**src/rtl/extamp_fa_rx.sv**
```systemverilog
// rtl/extamp_fa_rx.sv - Elecraft "FA" command receiver for the external-amp band-control link
//
// Receives the 8N1 UART stream from the Hermes-Lite FA transmitter and parses
// "FAd10..d0;" commands (11 ASCII digits). The VFO-A frequency is presented in binary Hz
// and a band code is provided for the amplifier's filter and relay logic.
//
// Optional feature: define EXTAMP_BAND_DECODE_EN to build the band decoder.
// Without it, band is tied to 0.
//
// Ports:
//   clk        system clock (CLKFREQ Hz)
//   rst        synchronous active-high reset
//   uart_rxd   asynchronous serial input; polarity is selected by RX_INVERT
//   freq       last valid frequency in Hz
//   freq_valid one-cycle pulse when freq is reloaded
//   band       band code registered together with freq
//   frame_err  one-cycle pulse on a framing, parse or timeout error
//   err_cnt    saturating count of frame_err pulses
module extamp_fa_rx #(
    parameter int CLKFREQ      = 48000000,
    parameter int BAUDRATE     = 9600,
    parameter int RX_INVERT    = 1,
    parameter int TIMEOUT_CLKS = 48000000
) (
    input  logic        clk,
    input  logic        rst,
    input  logic        uart_rxd,
    output logic [31:0] freq,
    output logic        freq_valid,
    output logic [3:0]  band,
    output logic        frame_err,
    output logic [7:0]  err_cnt
);

    localparam int BIT_CLKS = CLKFREQ / BAUDRATE;
    localparam int BCW      = $clog2(BIT_CLKS + 1);
    localparam int TCW      = $clog2(TIMEOUT_CLKS + 1);

    localparam logic [BCW-1:0] HALF_LOAD = BCW'(BIT_CLKS / 2 - 1);
    localparam logic [BCW-1:0] FULL_LOAD = BCW'(BIT_CLKS - 1);
    localparam logic [TCW-1:0] TO_MAX    = TCW'(TIMEOUT_CLKS);
    localparam logic           RX_INV    = (RX_INVERT != 0);

    // Receiver states
    localparam logic [2:0] R_IDLE  = 3'd0;
    localparam logic [2:0] R_START = 3'd1;
    localparam logic [2:0] R_DATA  = 3'd2;
    localparam logic [2:0] R_STOP  = 3'd3;
    localparam logic [2:0] R_BRK   = 3'd4;  // bad stop bit: wait for the line to return to mark

    // Parser states
    localparam logic [1:0] P_IDLE = 2'd0;
    localparam logic [1:0] P_A    = 2'd1;
    localparam logic [1:0] P_DIG  = 2'd2;
    localparam logic [1:0] P_END  = 2'd3;

    // ------------------------------------------------------------------
    // Input conditioning
    // ------------------------------------------------------------------
    logic sync1_q, sync1_d;
    logic sync2_q, sync2_d;
    logic rx_prev_q, rx_prev_d;
    logic rx;

    // After this XOR, rx=1 always means mark/idle, whatever the line polarity.
    assign rx = sync2_q ^ RX_INV;

    always_comb begin
        sync1_d   = uart_rxd;
        sync2_d   = sync1_q;
        rx_prev_d = rx;
    end

    // ------------------------------------------------------------------
    // Byte receiver
    // ------------------------------------------------------------------
    logic [2:0]     r_state_q, r_state_d;
    logic [BCW-1:0] bit_cnt_q, bit_cnt_d;
    logic [2:0]     bit_idx_q, bit_idx_d;
    logic [7:0]     shreg_q, shreg_d;
    logic           byte_valid_q, byte_valid_d;
    logic           stop_err;
    logic           start_det;

    always_comb begin
        r_state_d    = r_state_q;
        bit_cnt_d    = bit_cnt_q;
        bit_idx_d    = bit_idx_q;
        shreg_d      = shreg_q;
        byte_valid_d = 1'b0;
        stop_err     = 1'b0;
        start_det    = 1'b0;

        case (r_state_q)
            R_IDLE: begin
                if (rx_prev_q && !rx) begin
                    start_det = 1'b1;
                    bit_cnt_d = HALF_LOAD;
                    r_state_d = R_START;
                end
            end
            R_START: begin
                if (bit_cnt_q == '0) begin
                    if (!rx) begin
                        bit_cnt_d = FULL_LOAD;
                        bit_idx_d = 3'd0;
                        r_state_d = R_DATA;
                    end else begin
                        // Start bit did not survive to mid-bit: treat it as noise.
                        r_state_d = R_IDLE;
                    end
                end else begin
                    bit_cnt_d = bit_cnt_q - 1'b1;
                end
            end
            R_DATA: begin
                if (bit_cnt_q == '0) begin
                    shreg_d   = {rx, shreg_q[7:1]};
                    bit_cnt_d = FULL_LOAD;
                    if (bit_idx_q == 3'd7) begin
                        r_state_d = R_STOP;
                    end else begin
                        bit_idx_d = bit_idx_q + 1'b1;
                    end
                end else begin
                    bit_cnt_d = bit_cnt_q - 1'b1;
                end
            end
            R_STOP: begin
                if (bit_cnt_q == '0) begin
                    if (rx) begin
                        byte_valid_d = 1'b1;
                        r_state_d    = R_IDLE;
                    end else begin
                        stop_err  = 1'b1;
                        r_state_d = R_BRK;
                    end
                end else begin
                    bit_cnt_d = bit_cnt_q - 1'b1;
                end
            end
            R_BRK: begin
                if (rx) begin
                    r_state_d = R_IDLE;
                end
            end
            default: r_state_d = R_IDLE;
        endcase
    end

    // ------------------------------------------------------------------
    // Inter-byte idle timer: counts only while the receiver is idle, so a
    // partially received command is abandoned if the sender goes quiet.
    // ------------------------------------------------------------------
    logic [TCW-1:0] idle_cnt_q, idle_cnt_d;

    always_comb begin
        idle_cnt_d = idle_cnt_q;
        if (byte_valid_q || start_det || (r_state_q != R_IDLE)) begin
            idle_cnt_d = '0;
        end else if (idle_cnt_q != TO_MAX) begin
            idle_cnt_d = idle_cnt_q + 1'b1;
        end
    end

    // ------------------------------------------------------------------
    // Command parser
    // ------------------------------------------------------------------
    logic [1:0]  p_state_q, p_state_d;
    logic [26:0] acc_q, acc_d;
    logic [3:0]  dig_cnt_q, dig_cnt_d;
    logic [26:0] freq_q, freq_d;
    logic        freq_valid_q, freq_valid_d;
    logic        frame_err_q, frame_err_d;
    logic [7:0]  err_cnt_q, err_cnt_d;
    logic        parse_err;
    logic        timeout_hit;
    logic        is_digit;
    logic [26:0] acc_next;

    assign is_digit    = (shreg_q >= 8'h30) && (shreg_q <= 8'h39);
    assign timeout_hit = (p_state_q != P_IDLE) && (idle_cnt_q == TO_MAX) && !byte_valid_q;

    // acc*10 as acc*8 + acc*2. For a validated digit the low nibble of the
    // ASCII code is the digit value. 99,999,999 fits in 27 bits.
    assign acc_next = (acc_q << 3) + (acc_q << 1) + {23'd0, shreg_q[3:0]};

    always_comb begin
        p_state_d    = p_state_q;
        acc_d        = acc_q;
        dig_cnt_d    = dig_cnt_q;
        freq_d       = freq_q;
        freq_valid_d = 1'b0;
        parse_err    = 1'b0;

        if (stop_err) begin
            p_state_d = P_IDLE;
        end else if (byte_valid_q) begin
            case (p_state_q)
                P_IDLE: begin
                    if (shreg_q == 8'h46) begin
                        p_state_d = P_A;
                    end
                end
                P_A: begin
                    if (shreg_q == 8'h41) begin
                        acc_d     = '0;
                        dig_cnt_d = 4'd0;
                        p_state_d = P_DIG;
                    end else if (shreg_q != 8'h46) begin
                        p_state_d = P_IDLE;
                    end
                end
                P_DIG: begin
                    // The first three digits must be '0' (below 100 MHz).
                    if (!is_digit || ((dig_cnt_q < 4'd3) && (shreg_q != 8'h30))) begin
                        parse_err = 1'b1;
                        p_state_d = P_IDLE;
                    end else begin
                        if (dig_cnt_q >= 4'd3) begin
                            acc_d = acc_next;
                        end
                        dig_cnt_d = dig_cnt_q + 1'b1;
                        if (dig_cnt_q == 4'd10) begin
                            p_state_d = P_END;
                        end
                    end
                end
                P_END: begin
                    if (shreg_q == 8'h3B) begin
                        freq_d       = acc_q;
                        freq_valid_d = 1'b1;
                    end else begin
                        parse_err = 1'b1;
                    end
                    p_state_d = P_IDLE;
                end
                default: p_state_d = P_IDLE;
            endcase
        end else if (timeout_hit) begin
            p_state_d = P_IDLE;
        end
    end

    always_comb begin
        frame_err_d = stop_err || parse_err || timeout_hit;
        err_cnt_d   = err_cnt_q;
        if (frame_err_d && (err_cnt_q != 8'hFF)) begin
            err_cnt_d = err_cnt_q + 1'b1;
        end
    end

    always_ff @(posedge clk) begin
        if (rst) begin
            sync1_q      <= RX_INV;
            sync2_q      <= RX_INV;
            rx_prev_q    <= 1'b1;
            r_state_q    <= R_IDLE;
            bit_cnt_q    <= '0;
            bit_idx_q    <= 3'd0;
            shreg_q      <= 8'd0;
            byte_valid_q <= 1'b0;
            idle_cnt_q   <= '0;
            p_state_q    <= P_IDLE;
            acc_q        <= '0;
            dig_cnt_q    <= 4'd0;
            freq_q       <= '0;
            freq_valid_q <= 1'b0;
            frame_err_q  <= 1'b0;
            err_cnt_q    <= 8'd0;
        end else begin
            sync1_q      <= sync1_d;
            sync2_q      <= sync2_d;
            rx_prev_q    <= rx_prev_d;
            r_state_q    <= r_state_d;
            bit_cnt_q    <= bit_cnt_d;
            bit_idx_q    <= bit_idx_d;
            shreg_q      <= shreg_d;
            byte_valid_q <= byte_valid_d;
            idle_cnt_q   <= idle_cnt_d;
            p_state_q    <= p_state_d;
            acc_q        <= acc_d;
            dig_cnt_q    <= dig_cnt_d;
            freq_q       <= freq_d;
            freq_valid_q <= freq_valid_d;
            frame_err_q  <= frame_err_d;
            err_cnt_q    <= err_cnt_d;
        end
    end

    assign freq       = {5'd0, freq_q};
    assign freq_valid = freq_valid_q;
    assign frame_err  = frame_err_q;
    assign err_cnt    = err_cnt_q;

    // ------------------------------------------------------------------
    // Band decode
    // ------------------------------------------------------------------
`ifdef EXTAMP_BAND_DECODE_EN
    function automatic logic [3:0] band_of(input logic [26:0] f);
        if      (f >= 27'd1800000  && f <= 27'd2000000)  return 4'd1;
        else if (f >= 27'd3500000  && f <= 27'd4000000)  return 4'd2;
        else if (f >= 27'd5300000  && f <= 27'd5450000)  return 4'd3;
        else if (f >= 27'd7000000  && f <= 27'd7300000)  return 4'd4;
        else if (f >= 27'd10100000 && f <= 27'd10150000) return 4'd5;
        else if (f >= 27'd14000000 && f <= 27'd14350000) return 4'd6;
        else if (f >= 27'd18068000 && f <= 27'd18168000) return 4'd7;
        else if (f >= 27'd21000000 && f <= 27'd21450000) return 4'd8;
        else if (f >= 27'd24890000 && f <= 27'd24990000) return 4'd9;
        else if (f >= 27'd28000000 && f <= 27'd29700000) return 4'd10;
        else if (f >= 27'd50000000 && f <= 27'd54000000) return 4'd11;
        else                                             return 4'd0;
    endfunction

    logic [3:0] band_q, band_d;

    // Loaded from the same acc value and on the same edge as freq.
    always_comb begin
        band_d = band_q;
        if (freq_valid_d) begin
            band_d = band_of(acc_q);
        end
    end

    always_ff @(posedge clk) begin
        if (rst) begin
            band_q <= 4'd0;
        end else begin
            band_q <= band_d;
        end
    end

    assign band = band_q;
`else
    assign band = 4'd0;
`endif

endmodule
```
**config.mk**
```make
export PLATFORM = sky130hd
export DESIGN_NAME = extamp_fa_rx
export DESIGN_NICKNAME = d
export VERILOG_FILES = /design/src/rtl/extamp_fa_rx.sv
export SDC_FILE = /design/constraint.sdc
export NUM_CORES = 1
export LEC_CHECK = 0
export ABC_CLOCK_PERIOD_IN_PS = 8200
export CAP_MARGIN = 20
export CELL_PAD_IN_SITES_DETAIL_PLACEMENT = 1
export CELL_PAD_IN_SITES_GLOBAL_PLACEMENT = 1
export CORE_AREA = 5 5 133 135
export CTS_BUF_LIST = sky130_fd_sc_hd__clkbuf_8
export DETAILED_ROUTE_END_ITERATION = 16
export DIE_AREA = 0 0 138 140
export GPL_ROUTABILITY_DRIVEN = 1
export PLACE_DENSITY_LB_ADDON = 0.25
export SLEW_MARGIN = 20
export SYNTH_ARGS = -nofsm -noshare
export SYNTH_HDL_FRONTEND = slang
export SYNTH_SLANG_ARGS = --single-unit
```
**constraint.sdc**
```tcl
create_clock -name clk -period 8.2 [get_ports clk]
set_input_delay 1.23 -clock clk [delete_from_list [all_inputs] [get_ports clk]]
set_output_delay 1.23 -clock clk [all_outputs]
set_load 0.05 [all_outputs]
```
==> results of run 1 <==
-- where the power goes --
group          leakage [nW]  switching, mW  total (mW)  internal, mW
Sequential             1.03         0.0220       0.654         0.632
Clock                 0.197          0.254       0.553         0.299
Combinational          1.95         0.0915       0.138        0.0463
-- path summary, 6_finish.rpt --
| path | from | to | depth (start not counted) |
|---|---|---|---|
| min | sync1_q | sync2_q | 1 |
| min reg2reg | sync1_q | sync2_q | 1 |
| max | bit_cnt_q[0] | acc_q[20] | 8 |
| max reg2reg | bit_cnt_q[0] | acc_q[20] | 8 |
-- cell usage in the layout, fill, tap and decap left out, drive strengths merged, types with 4 or more instances in the layout --
master,count
clkdlybuf4s50,38
nand2,118
nand3,23
mux2i,8
or4,7
nand4b,5
nand4,18
o31ai,6
o21ai,41
and4,5
and2,5
o21a,4
conb,9
o211ai,6
a31oi,6
a2111oi,4
clkbuf,21
nor4,11
nor2b,5
ha,60
or3,13
inv,27
xor2,24
nand2b,12
a221oi,5
clkinvlp,4
a21o,8
nor2,79
nand3b,4
nor3,12
and3,10
a211oi,5
a21boi,4
a21oi,88
xnor2,19
dfxtp,127
buf,6
a22oi,13
-- Yosys cell counts (all sizes together) (5+ instances only) --
cell | n | area, um2
inv | 26 | 97.59
a221oi | 5 | 43.79
and2 | 5 | 31.28
ha | 60 | 750.7
or3 | 13 | 81.33
nor3 | 12 | 60.06
and4 | 5 | 46.29
clkbuf | 31 | 116.4
or4 | 7 | 56.30
and3 | 10 | 63.81
buf | 14 | 101.3
a31oi | 6 | 37.54
nand2b | 12 | 75.07
xnor2 | 19 | 166.4
nor2 | 79 | 296.5
a21oi | 88 | 440.4
nor4 | 11 | 68.82
o31ai | 6 | 45.04
a211oi | 5 | 37.54
mux2i | 8 | 80.08
xor2 | 24 | 210.2
a22oi | 13 | 97.59
nand3 | 23 | 115.1
nand4 | 18 | 112.6
o211ai | 6 | 45.04
a21o | 8 | 60.06
o21ai | 41 | 205.2
nor2b | 5 | 31.28
dfxtp | 127 | 2542
nand4b | 5 | 43.79
nand2 | 118 | 442.9
-- cells by family after synthesis --
family	synth area share (%)
compound gates	18.84
xor+xnor	5.212
fa+ha+maj	11.08
buf+inv	4.363
flops	35.19
mux	1.420
other cells	0.05190
simple gates	23.84
-- metrics by stage --
| step | instance area (um2) | power (mW) | worst slack (ns) | util [%] | instances |
|---|---|---|---|---|---|
| floorplan | 7256 | 0.7714 | 5.527 | - | 886 |
| global placement | 7742 | 0.7937 | 5.051 | 47.36 | 1105 |
| finish | 8149 | 1.345 | 4.694 | 49.85 | 1136 |
| CTS | 8144 | 1.356 | 4.744 | 49.82 | 1136 |
| global route | 8149 | 1.399 | 4.437 | 49.85 | 1136 |
| detailed placement | 7742 | 0.8029 | 4.793 | 47.36 | 1105 |
-- final cells by class --
class,instances,area share [%]
Timing Repair Buffer,44,5.190
Tap cell,220,3.378
Inverter,26,1.198
Multi-Input combinational cell,688,54.11
Sequential cell,127,31.20
Clock buffer,21,3.547
Clock inverter,10,1.382
-- registers in the layout, summed over array words and instances (netlist names), 2 cells and up --
signal      flops
bit_cnt_q      13
bit_idx_q       3
shreg_q         8
r_state_q       3
p_state_q       2
dig_cnt_q       4
acc_q          27
freq_q         27
idle_cnt_q     26
err_cnt         8
-- layer usage --
metal  share of wire (%)  wire, um  track usage [%]
met3                 3.4       678            3.511
met5                   0         0                0
met4                 1.6       309            6.396
met2                  48      9528            35.43
met1                  47      9324            25.76
==> impl_metrics.env, run 1 <==
export IMPL_grt_pass1_wl_um=33510
export IMPL_run_status="complete, no violations"
export IMPL_power_density_nw_per_um2=165.1
export IMPL_drv_cap=0
export IMPL_postCtsResizedCells=0
export IMPL_multi_input_area_um2=4409
export IMPL_max_vdd_ir_drop_mv=0.1057
export IMPL_setup_violations_final=0
export IMPL_postCtsHoldBufs=0
export IMPL_antenna_found_initial=0
export IMPL_drt_initial_drc_count=273
export IMPL_hp_class="flip-flop to flip-flop"
export IMPL_cts_sinks=127
export IMPL_initial_core_util_pct=44.20
export IMPL_fmax_mhz=285.2
export IMPL_power_leakage_nw=3.175
export IMPL_cp_top_family="simple AND/OR/NAND/NOR gates"
export IMPL_grt_ovfl_total=0
export IMPL_synth_ff_type="dfxtp_1"
export IMPL_wl_per_cell_um=17.47
export IMPL_worstPathArrival_ns=3.86
export IMPL_post_cts_buffers=0
export IMPL_path_class="flip-flop to flip-flop"
export IMPL_crit_required_ns=8.56
export IMPL_vias_per_cell=5.714
export IMPL_dp_hpwl_um=14120
export IMPL_core_area_um2=16350
export IMPL_maxSlewHeadroom_pct=40.45
export IMPL_cpMaxStageDelayCell="a211oi_1"
export IMPL_first_global_vias=6857
export IMPL_period_minus_slack_ns=3.506
export IMPL_regArea_um2=2542
export IMPL_fin_setup_tns_ns=0
export IMPL_routed_wl_um=19840
export IMPL_synth_avg_cell_area_um2=8.230
export IMPL_crit_path_end_kind="flip-flop"
export IMPL_postRouteAntennaNets=0
export IMPL_clock_path_buffers=2
export IMPL_crit_chain="inv_1 -> ha_1 -> nor3b_1 -> and4_1 -> a211oi_1 -> and4b_1 -> nand2b_1 -> o21ai_0"
export IMPL_fillers=1989
export IMPL_die_x_um=138
export IMPL_ys_warn_count=0
export IMPL_crit_buf_inv=1
export IMPL_first_pass_iters=4
export IMPL_finalCritPeriodShare_pct=42.76
export IMPL_drc_errors=0
export IMPL_chipHeight_um=140
export IMPL_io_pins=49
export IMPL_ys_seq_area_share_pct=35.19
export IMPL_port_buffers=39
export IMPL_die_area_um2=19320
export IMPL_start_kind="flip-flop"
export IMPL_synth_edff_count=0
export IMPL_ys_seq_elements=127
export IMPL_hold_viol=0
export IMPL_worst_pin_slew_ns=0.8707
export IMPL_grt_use_total_pct=20.35
export IMPL_cpPeakStageDelay_ns=0.80
export IMPL_gp_congestion=0.8378
export IMPL_cts_inserted_buffers=17
export IMPL_vias=6491
export IMPL_finClkSkew_ns=0.009192
export IMPL_cp_max_fo=14
export IMPL_r2r_slack_ns=4.69
export IMPL_drive_gt1_share_pct=5.568
export IMPL_grt_max_degree=89
export IMPL_htree_levels=4
export IMPL_rows=47
export IMPL_clkTransAtPathRegs_ns=0.08
export IMPL_cts_tree="built"
export IMPL_clkLatencyLatePin_ns=0.44
export IMPL_antenna_cells=0
export IMPL_netlist_instances=878
export IMPL_ys_async_sr_fraction_pct=0
export IMPL_rsz0062_at_grt="no"
export IMPL_area_growth_pct=12.78
export IMPL_report_final_slew_viol_count=0
export IMPL_whs_ns=0.4235
export IMPL_syn_area_um2=7226
export IMPL_synth_cell_types=74
export IMPL_cts_root_buf="clkbuf_8"
export IMPL_nets=969
Note: power is estimated with default switching activity, not from simulation.
==> inputs of run 2 (changes only) <==
--- a/config.mk
+++ b/config.mk
@@ -5,7 +5,7 @@
 export SDC_FILE = /design/constraint.sdc
 export NUM_CORES = 1
 export LEC_CHECK = 0
-export ABC_CLOCK_PERIOD_IN_PS = 8200
+export ABC_CLOCK_PERIOD_IN_PS = 3320
 export CAP_MARGIN = 20
 export CELL_PAD_IN_SITES_DETAIL_PLACEMENT = 1
 export CELL_PAD_IN_SITES_GLOBAL_PLACEMENT = 1
==> constraint.sdc (replaced) <==
create_clock -name clk -period 3.32 [get_ports clk]
set_input_delay 0.498 -clock clk [delete_from_list [all_inputs] [get_ports clk]]
set_output_delay 0.498 -clock clk [all_outputs]
set_load 0.05 [all_outputs]
==> run 2 against run 1 <==
  * Worst hold slack got worse by 0.0014 ns
  * Sequential power increased by 150%
  * Sequential cell count unchanged
  * Routed wire length about the same
  * Critical endpoint is now acc_q[23]
==> impl_metrics.env, run 2 (synthesized netlist as in run 1, its figures left out) <==
export IMPL_run_status="complete, no violations"
export IMPL_cts_inserted_buffers=17
export IMPL_postRouteAntennaNets=0
export IMPL_clock_path_buffers=2
export IMPL_cts_tree="built"
export IMPL_drive_gt1_share_pct=6.284
export IMPL_die_area_um2=19320
export IMPL_clkTransAtPathRegs_ns=0.08
export IMPL_finalCritPeriodShare_pct=92.89
export IMPL_r2r_slack_ns=0.24
export IMPL_stdcell_area_um2=8230
export IMPL_vias_per_cell=5.799
export IMPL_drt_initial_drc_count=261
export IMPL_hold_viol=0
export IMPL_grt_max_degree=54
export IMPL_clkLatencyLatePin_ns=0.46
export IMPL_final_common_cell="dfxtp_1"
export IMPL_routed_wl_um=19830
export IMPL_htree_levels=4
export IMPL_gp_congestion=0.8902
export IMPL_max_vdd_ir_drop_mv=0.2582
export IMPL_rsz0062_at_grt="no"
export IMPL_drc_errors=0
export IMPL_initial_core_util_pct=44.20
export IMPL_first_global_vias=6814
export IMPL_finClkSkew_ns=0.009948
export IMPL_nets=975
export IMPL_wl_per_cell_um=17.35
export IMPL_path_class="flip-flop to flip-flop"
export IMPL_power_density_nw_per_um2=418.1
export IMPL_antenna_found_initial=0
export IMPL_dp_hpwl_um=14280
export IMPL_chipHeight_um=140
export IMPL_power_leakage_nw=3.222
export IMPL_area_growth_pct=13.90
export IMPL_cts_sinks=127
export IMPL_placed_cells=1111
export IMPL_largestRegisters="acc_q (27), freq_q (27), idle_cnt_q (26)"
export IMPL_cp_max_fo=6
export IMPL_cts_root_buf="clkbuf_8"
export IMPL_crit_required_ns=3.65
export IMPL_start_kind="flip-flop"
export IMPL_setup_violations_final=0
export IMPL_placed_area_um2=7787
export IMPL_port_buffers=39
export IMPL_io_pins=49
export IMPL_grt_ovfl_total=0
export IMPL_crit_path_end_kind="flip-flop"
export IMPL_fin_setup_tns_ns=0
export IMPL_period_minus_slack_ns=3.084
export IMPL_hp_class="flip-flop to flip-flop"
export IMPL_grt_pass1_wl_um=33600
export IMPL_core_area_um2=16350
export IMPL_fmax_mhz=324.3
export IMPL_fillers=1991
export IMPL_report_final_slew_viol_count=0
export IMPL_rows=47
export IMPL_worst_pin_slew_ns=0.8844
export IMPL_final_cell_mix="127 x dfxtp_1, 118 x nand2_1, 88 x a21oi_1"
export IMPL_grt_use_total_pct=20.63
export IMPL_first_pass_iters=5
export IMPL_worstPathArrival_ns=3.41
export IMPL_power_total_mw=3.441
export IMPL_whs_ns=0.4221
export IMPL_final_cells=1143
export IMPL_vias=6628
export IMPL_antenna_cells=0
export IMPL_drv_cap=0
export IMPL_die_x_um=138
export IMPL_maxSlewHeadroom_pct=39.51
run 2: changes by cell type in the layout (fill, tap and decap cells not counted), sizes merged:
cell,previous run,this run
clkinv,3,2
buf,6,12
bufinv,2,3
clkbuf,21,22
run 2: cell type report:
cell class                      count  area, um2  area share [%]
Clock buffer                       22      302.8           3.679
Clock inverter                     10      133.9           1.627
Inverter                           26      97.59           1.186
Multi-Input combinational cell    688       4410           53.59
Sequential cell                   127       2542           30.89
Tap cell                          220      275.3           3.344
Timing Repair Buffer               50      467.9           5.686
run 2: repair_timing:
action / CTS / global route
hold buffers: 0 / 0
buffers inserted: 0 / 0
endpoints found under the setup margin: 0 / 1
gates resized for setup: 0 / 1
run 2: worst paths after layout:
kind,start,endpoint,depth (start not counted)
worst max-delay path,shreg_q[3],acc_q[23],10
worst min-delay path,sync1_q,sync2_q,1
worst max register to register,shreg_q[3],acc_q[23],10
worst min register to register,sync1_q,sync2_q,1
run 2: through the flow:
step | setup WS [ns] | util (%)
floorplan | 0.6466 | -
global route | 0.04746 | 50.34
detailed placement | 0.2026 | 47.64
global placement | 0.3360 | 47.64
CTS | 0.1623 | 50.31
finish | 0.2360 | 50.34
run 2: metal layers:
| metal | up-vias | wire length [um] | track usage [%] |
|---|---|---|---|
| li1 | 3219 | - | - |
| met1 | 3269 | 9274 | 26.68 |
| met2 | 117 | 9622 | 35.38 |
| met3 | 23 | 677 | 3.579 |
| met4 | 0 | 252 | 6.136 |
| met5 | - | 0 | 0 |
run 2: report_power, final:
| group | total [mW] | switching, mW | internal, mW |
|---|---|---|---|
| Combinational | 0.357 | 0.232 | 0.125 |
| Sequential | 1.61 | 0.0523 | 1.56 |
| Clock | 1.47 | 0.634 | 0.837 |
| Total | 3.44 | 0.919 | 2.52 |
run 2: critical path, stage by stage, from the launching register on:
cell	delay, ns
dfxtp_1	0.41
inv_1	0.12
fa_1	0.60
inv_1	0.06
ha_1	0.32
a211o_1	0.29
a211o_1	0.37
a21oi_1	0.35
o31ai_1	0.17
xnor2_1	0.17
o21ai_0	0.10
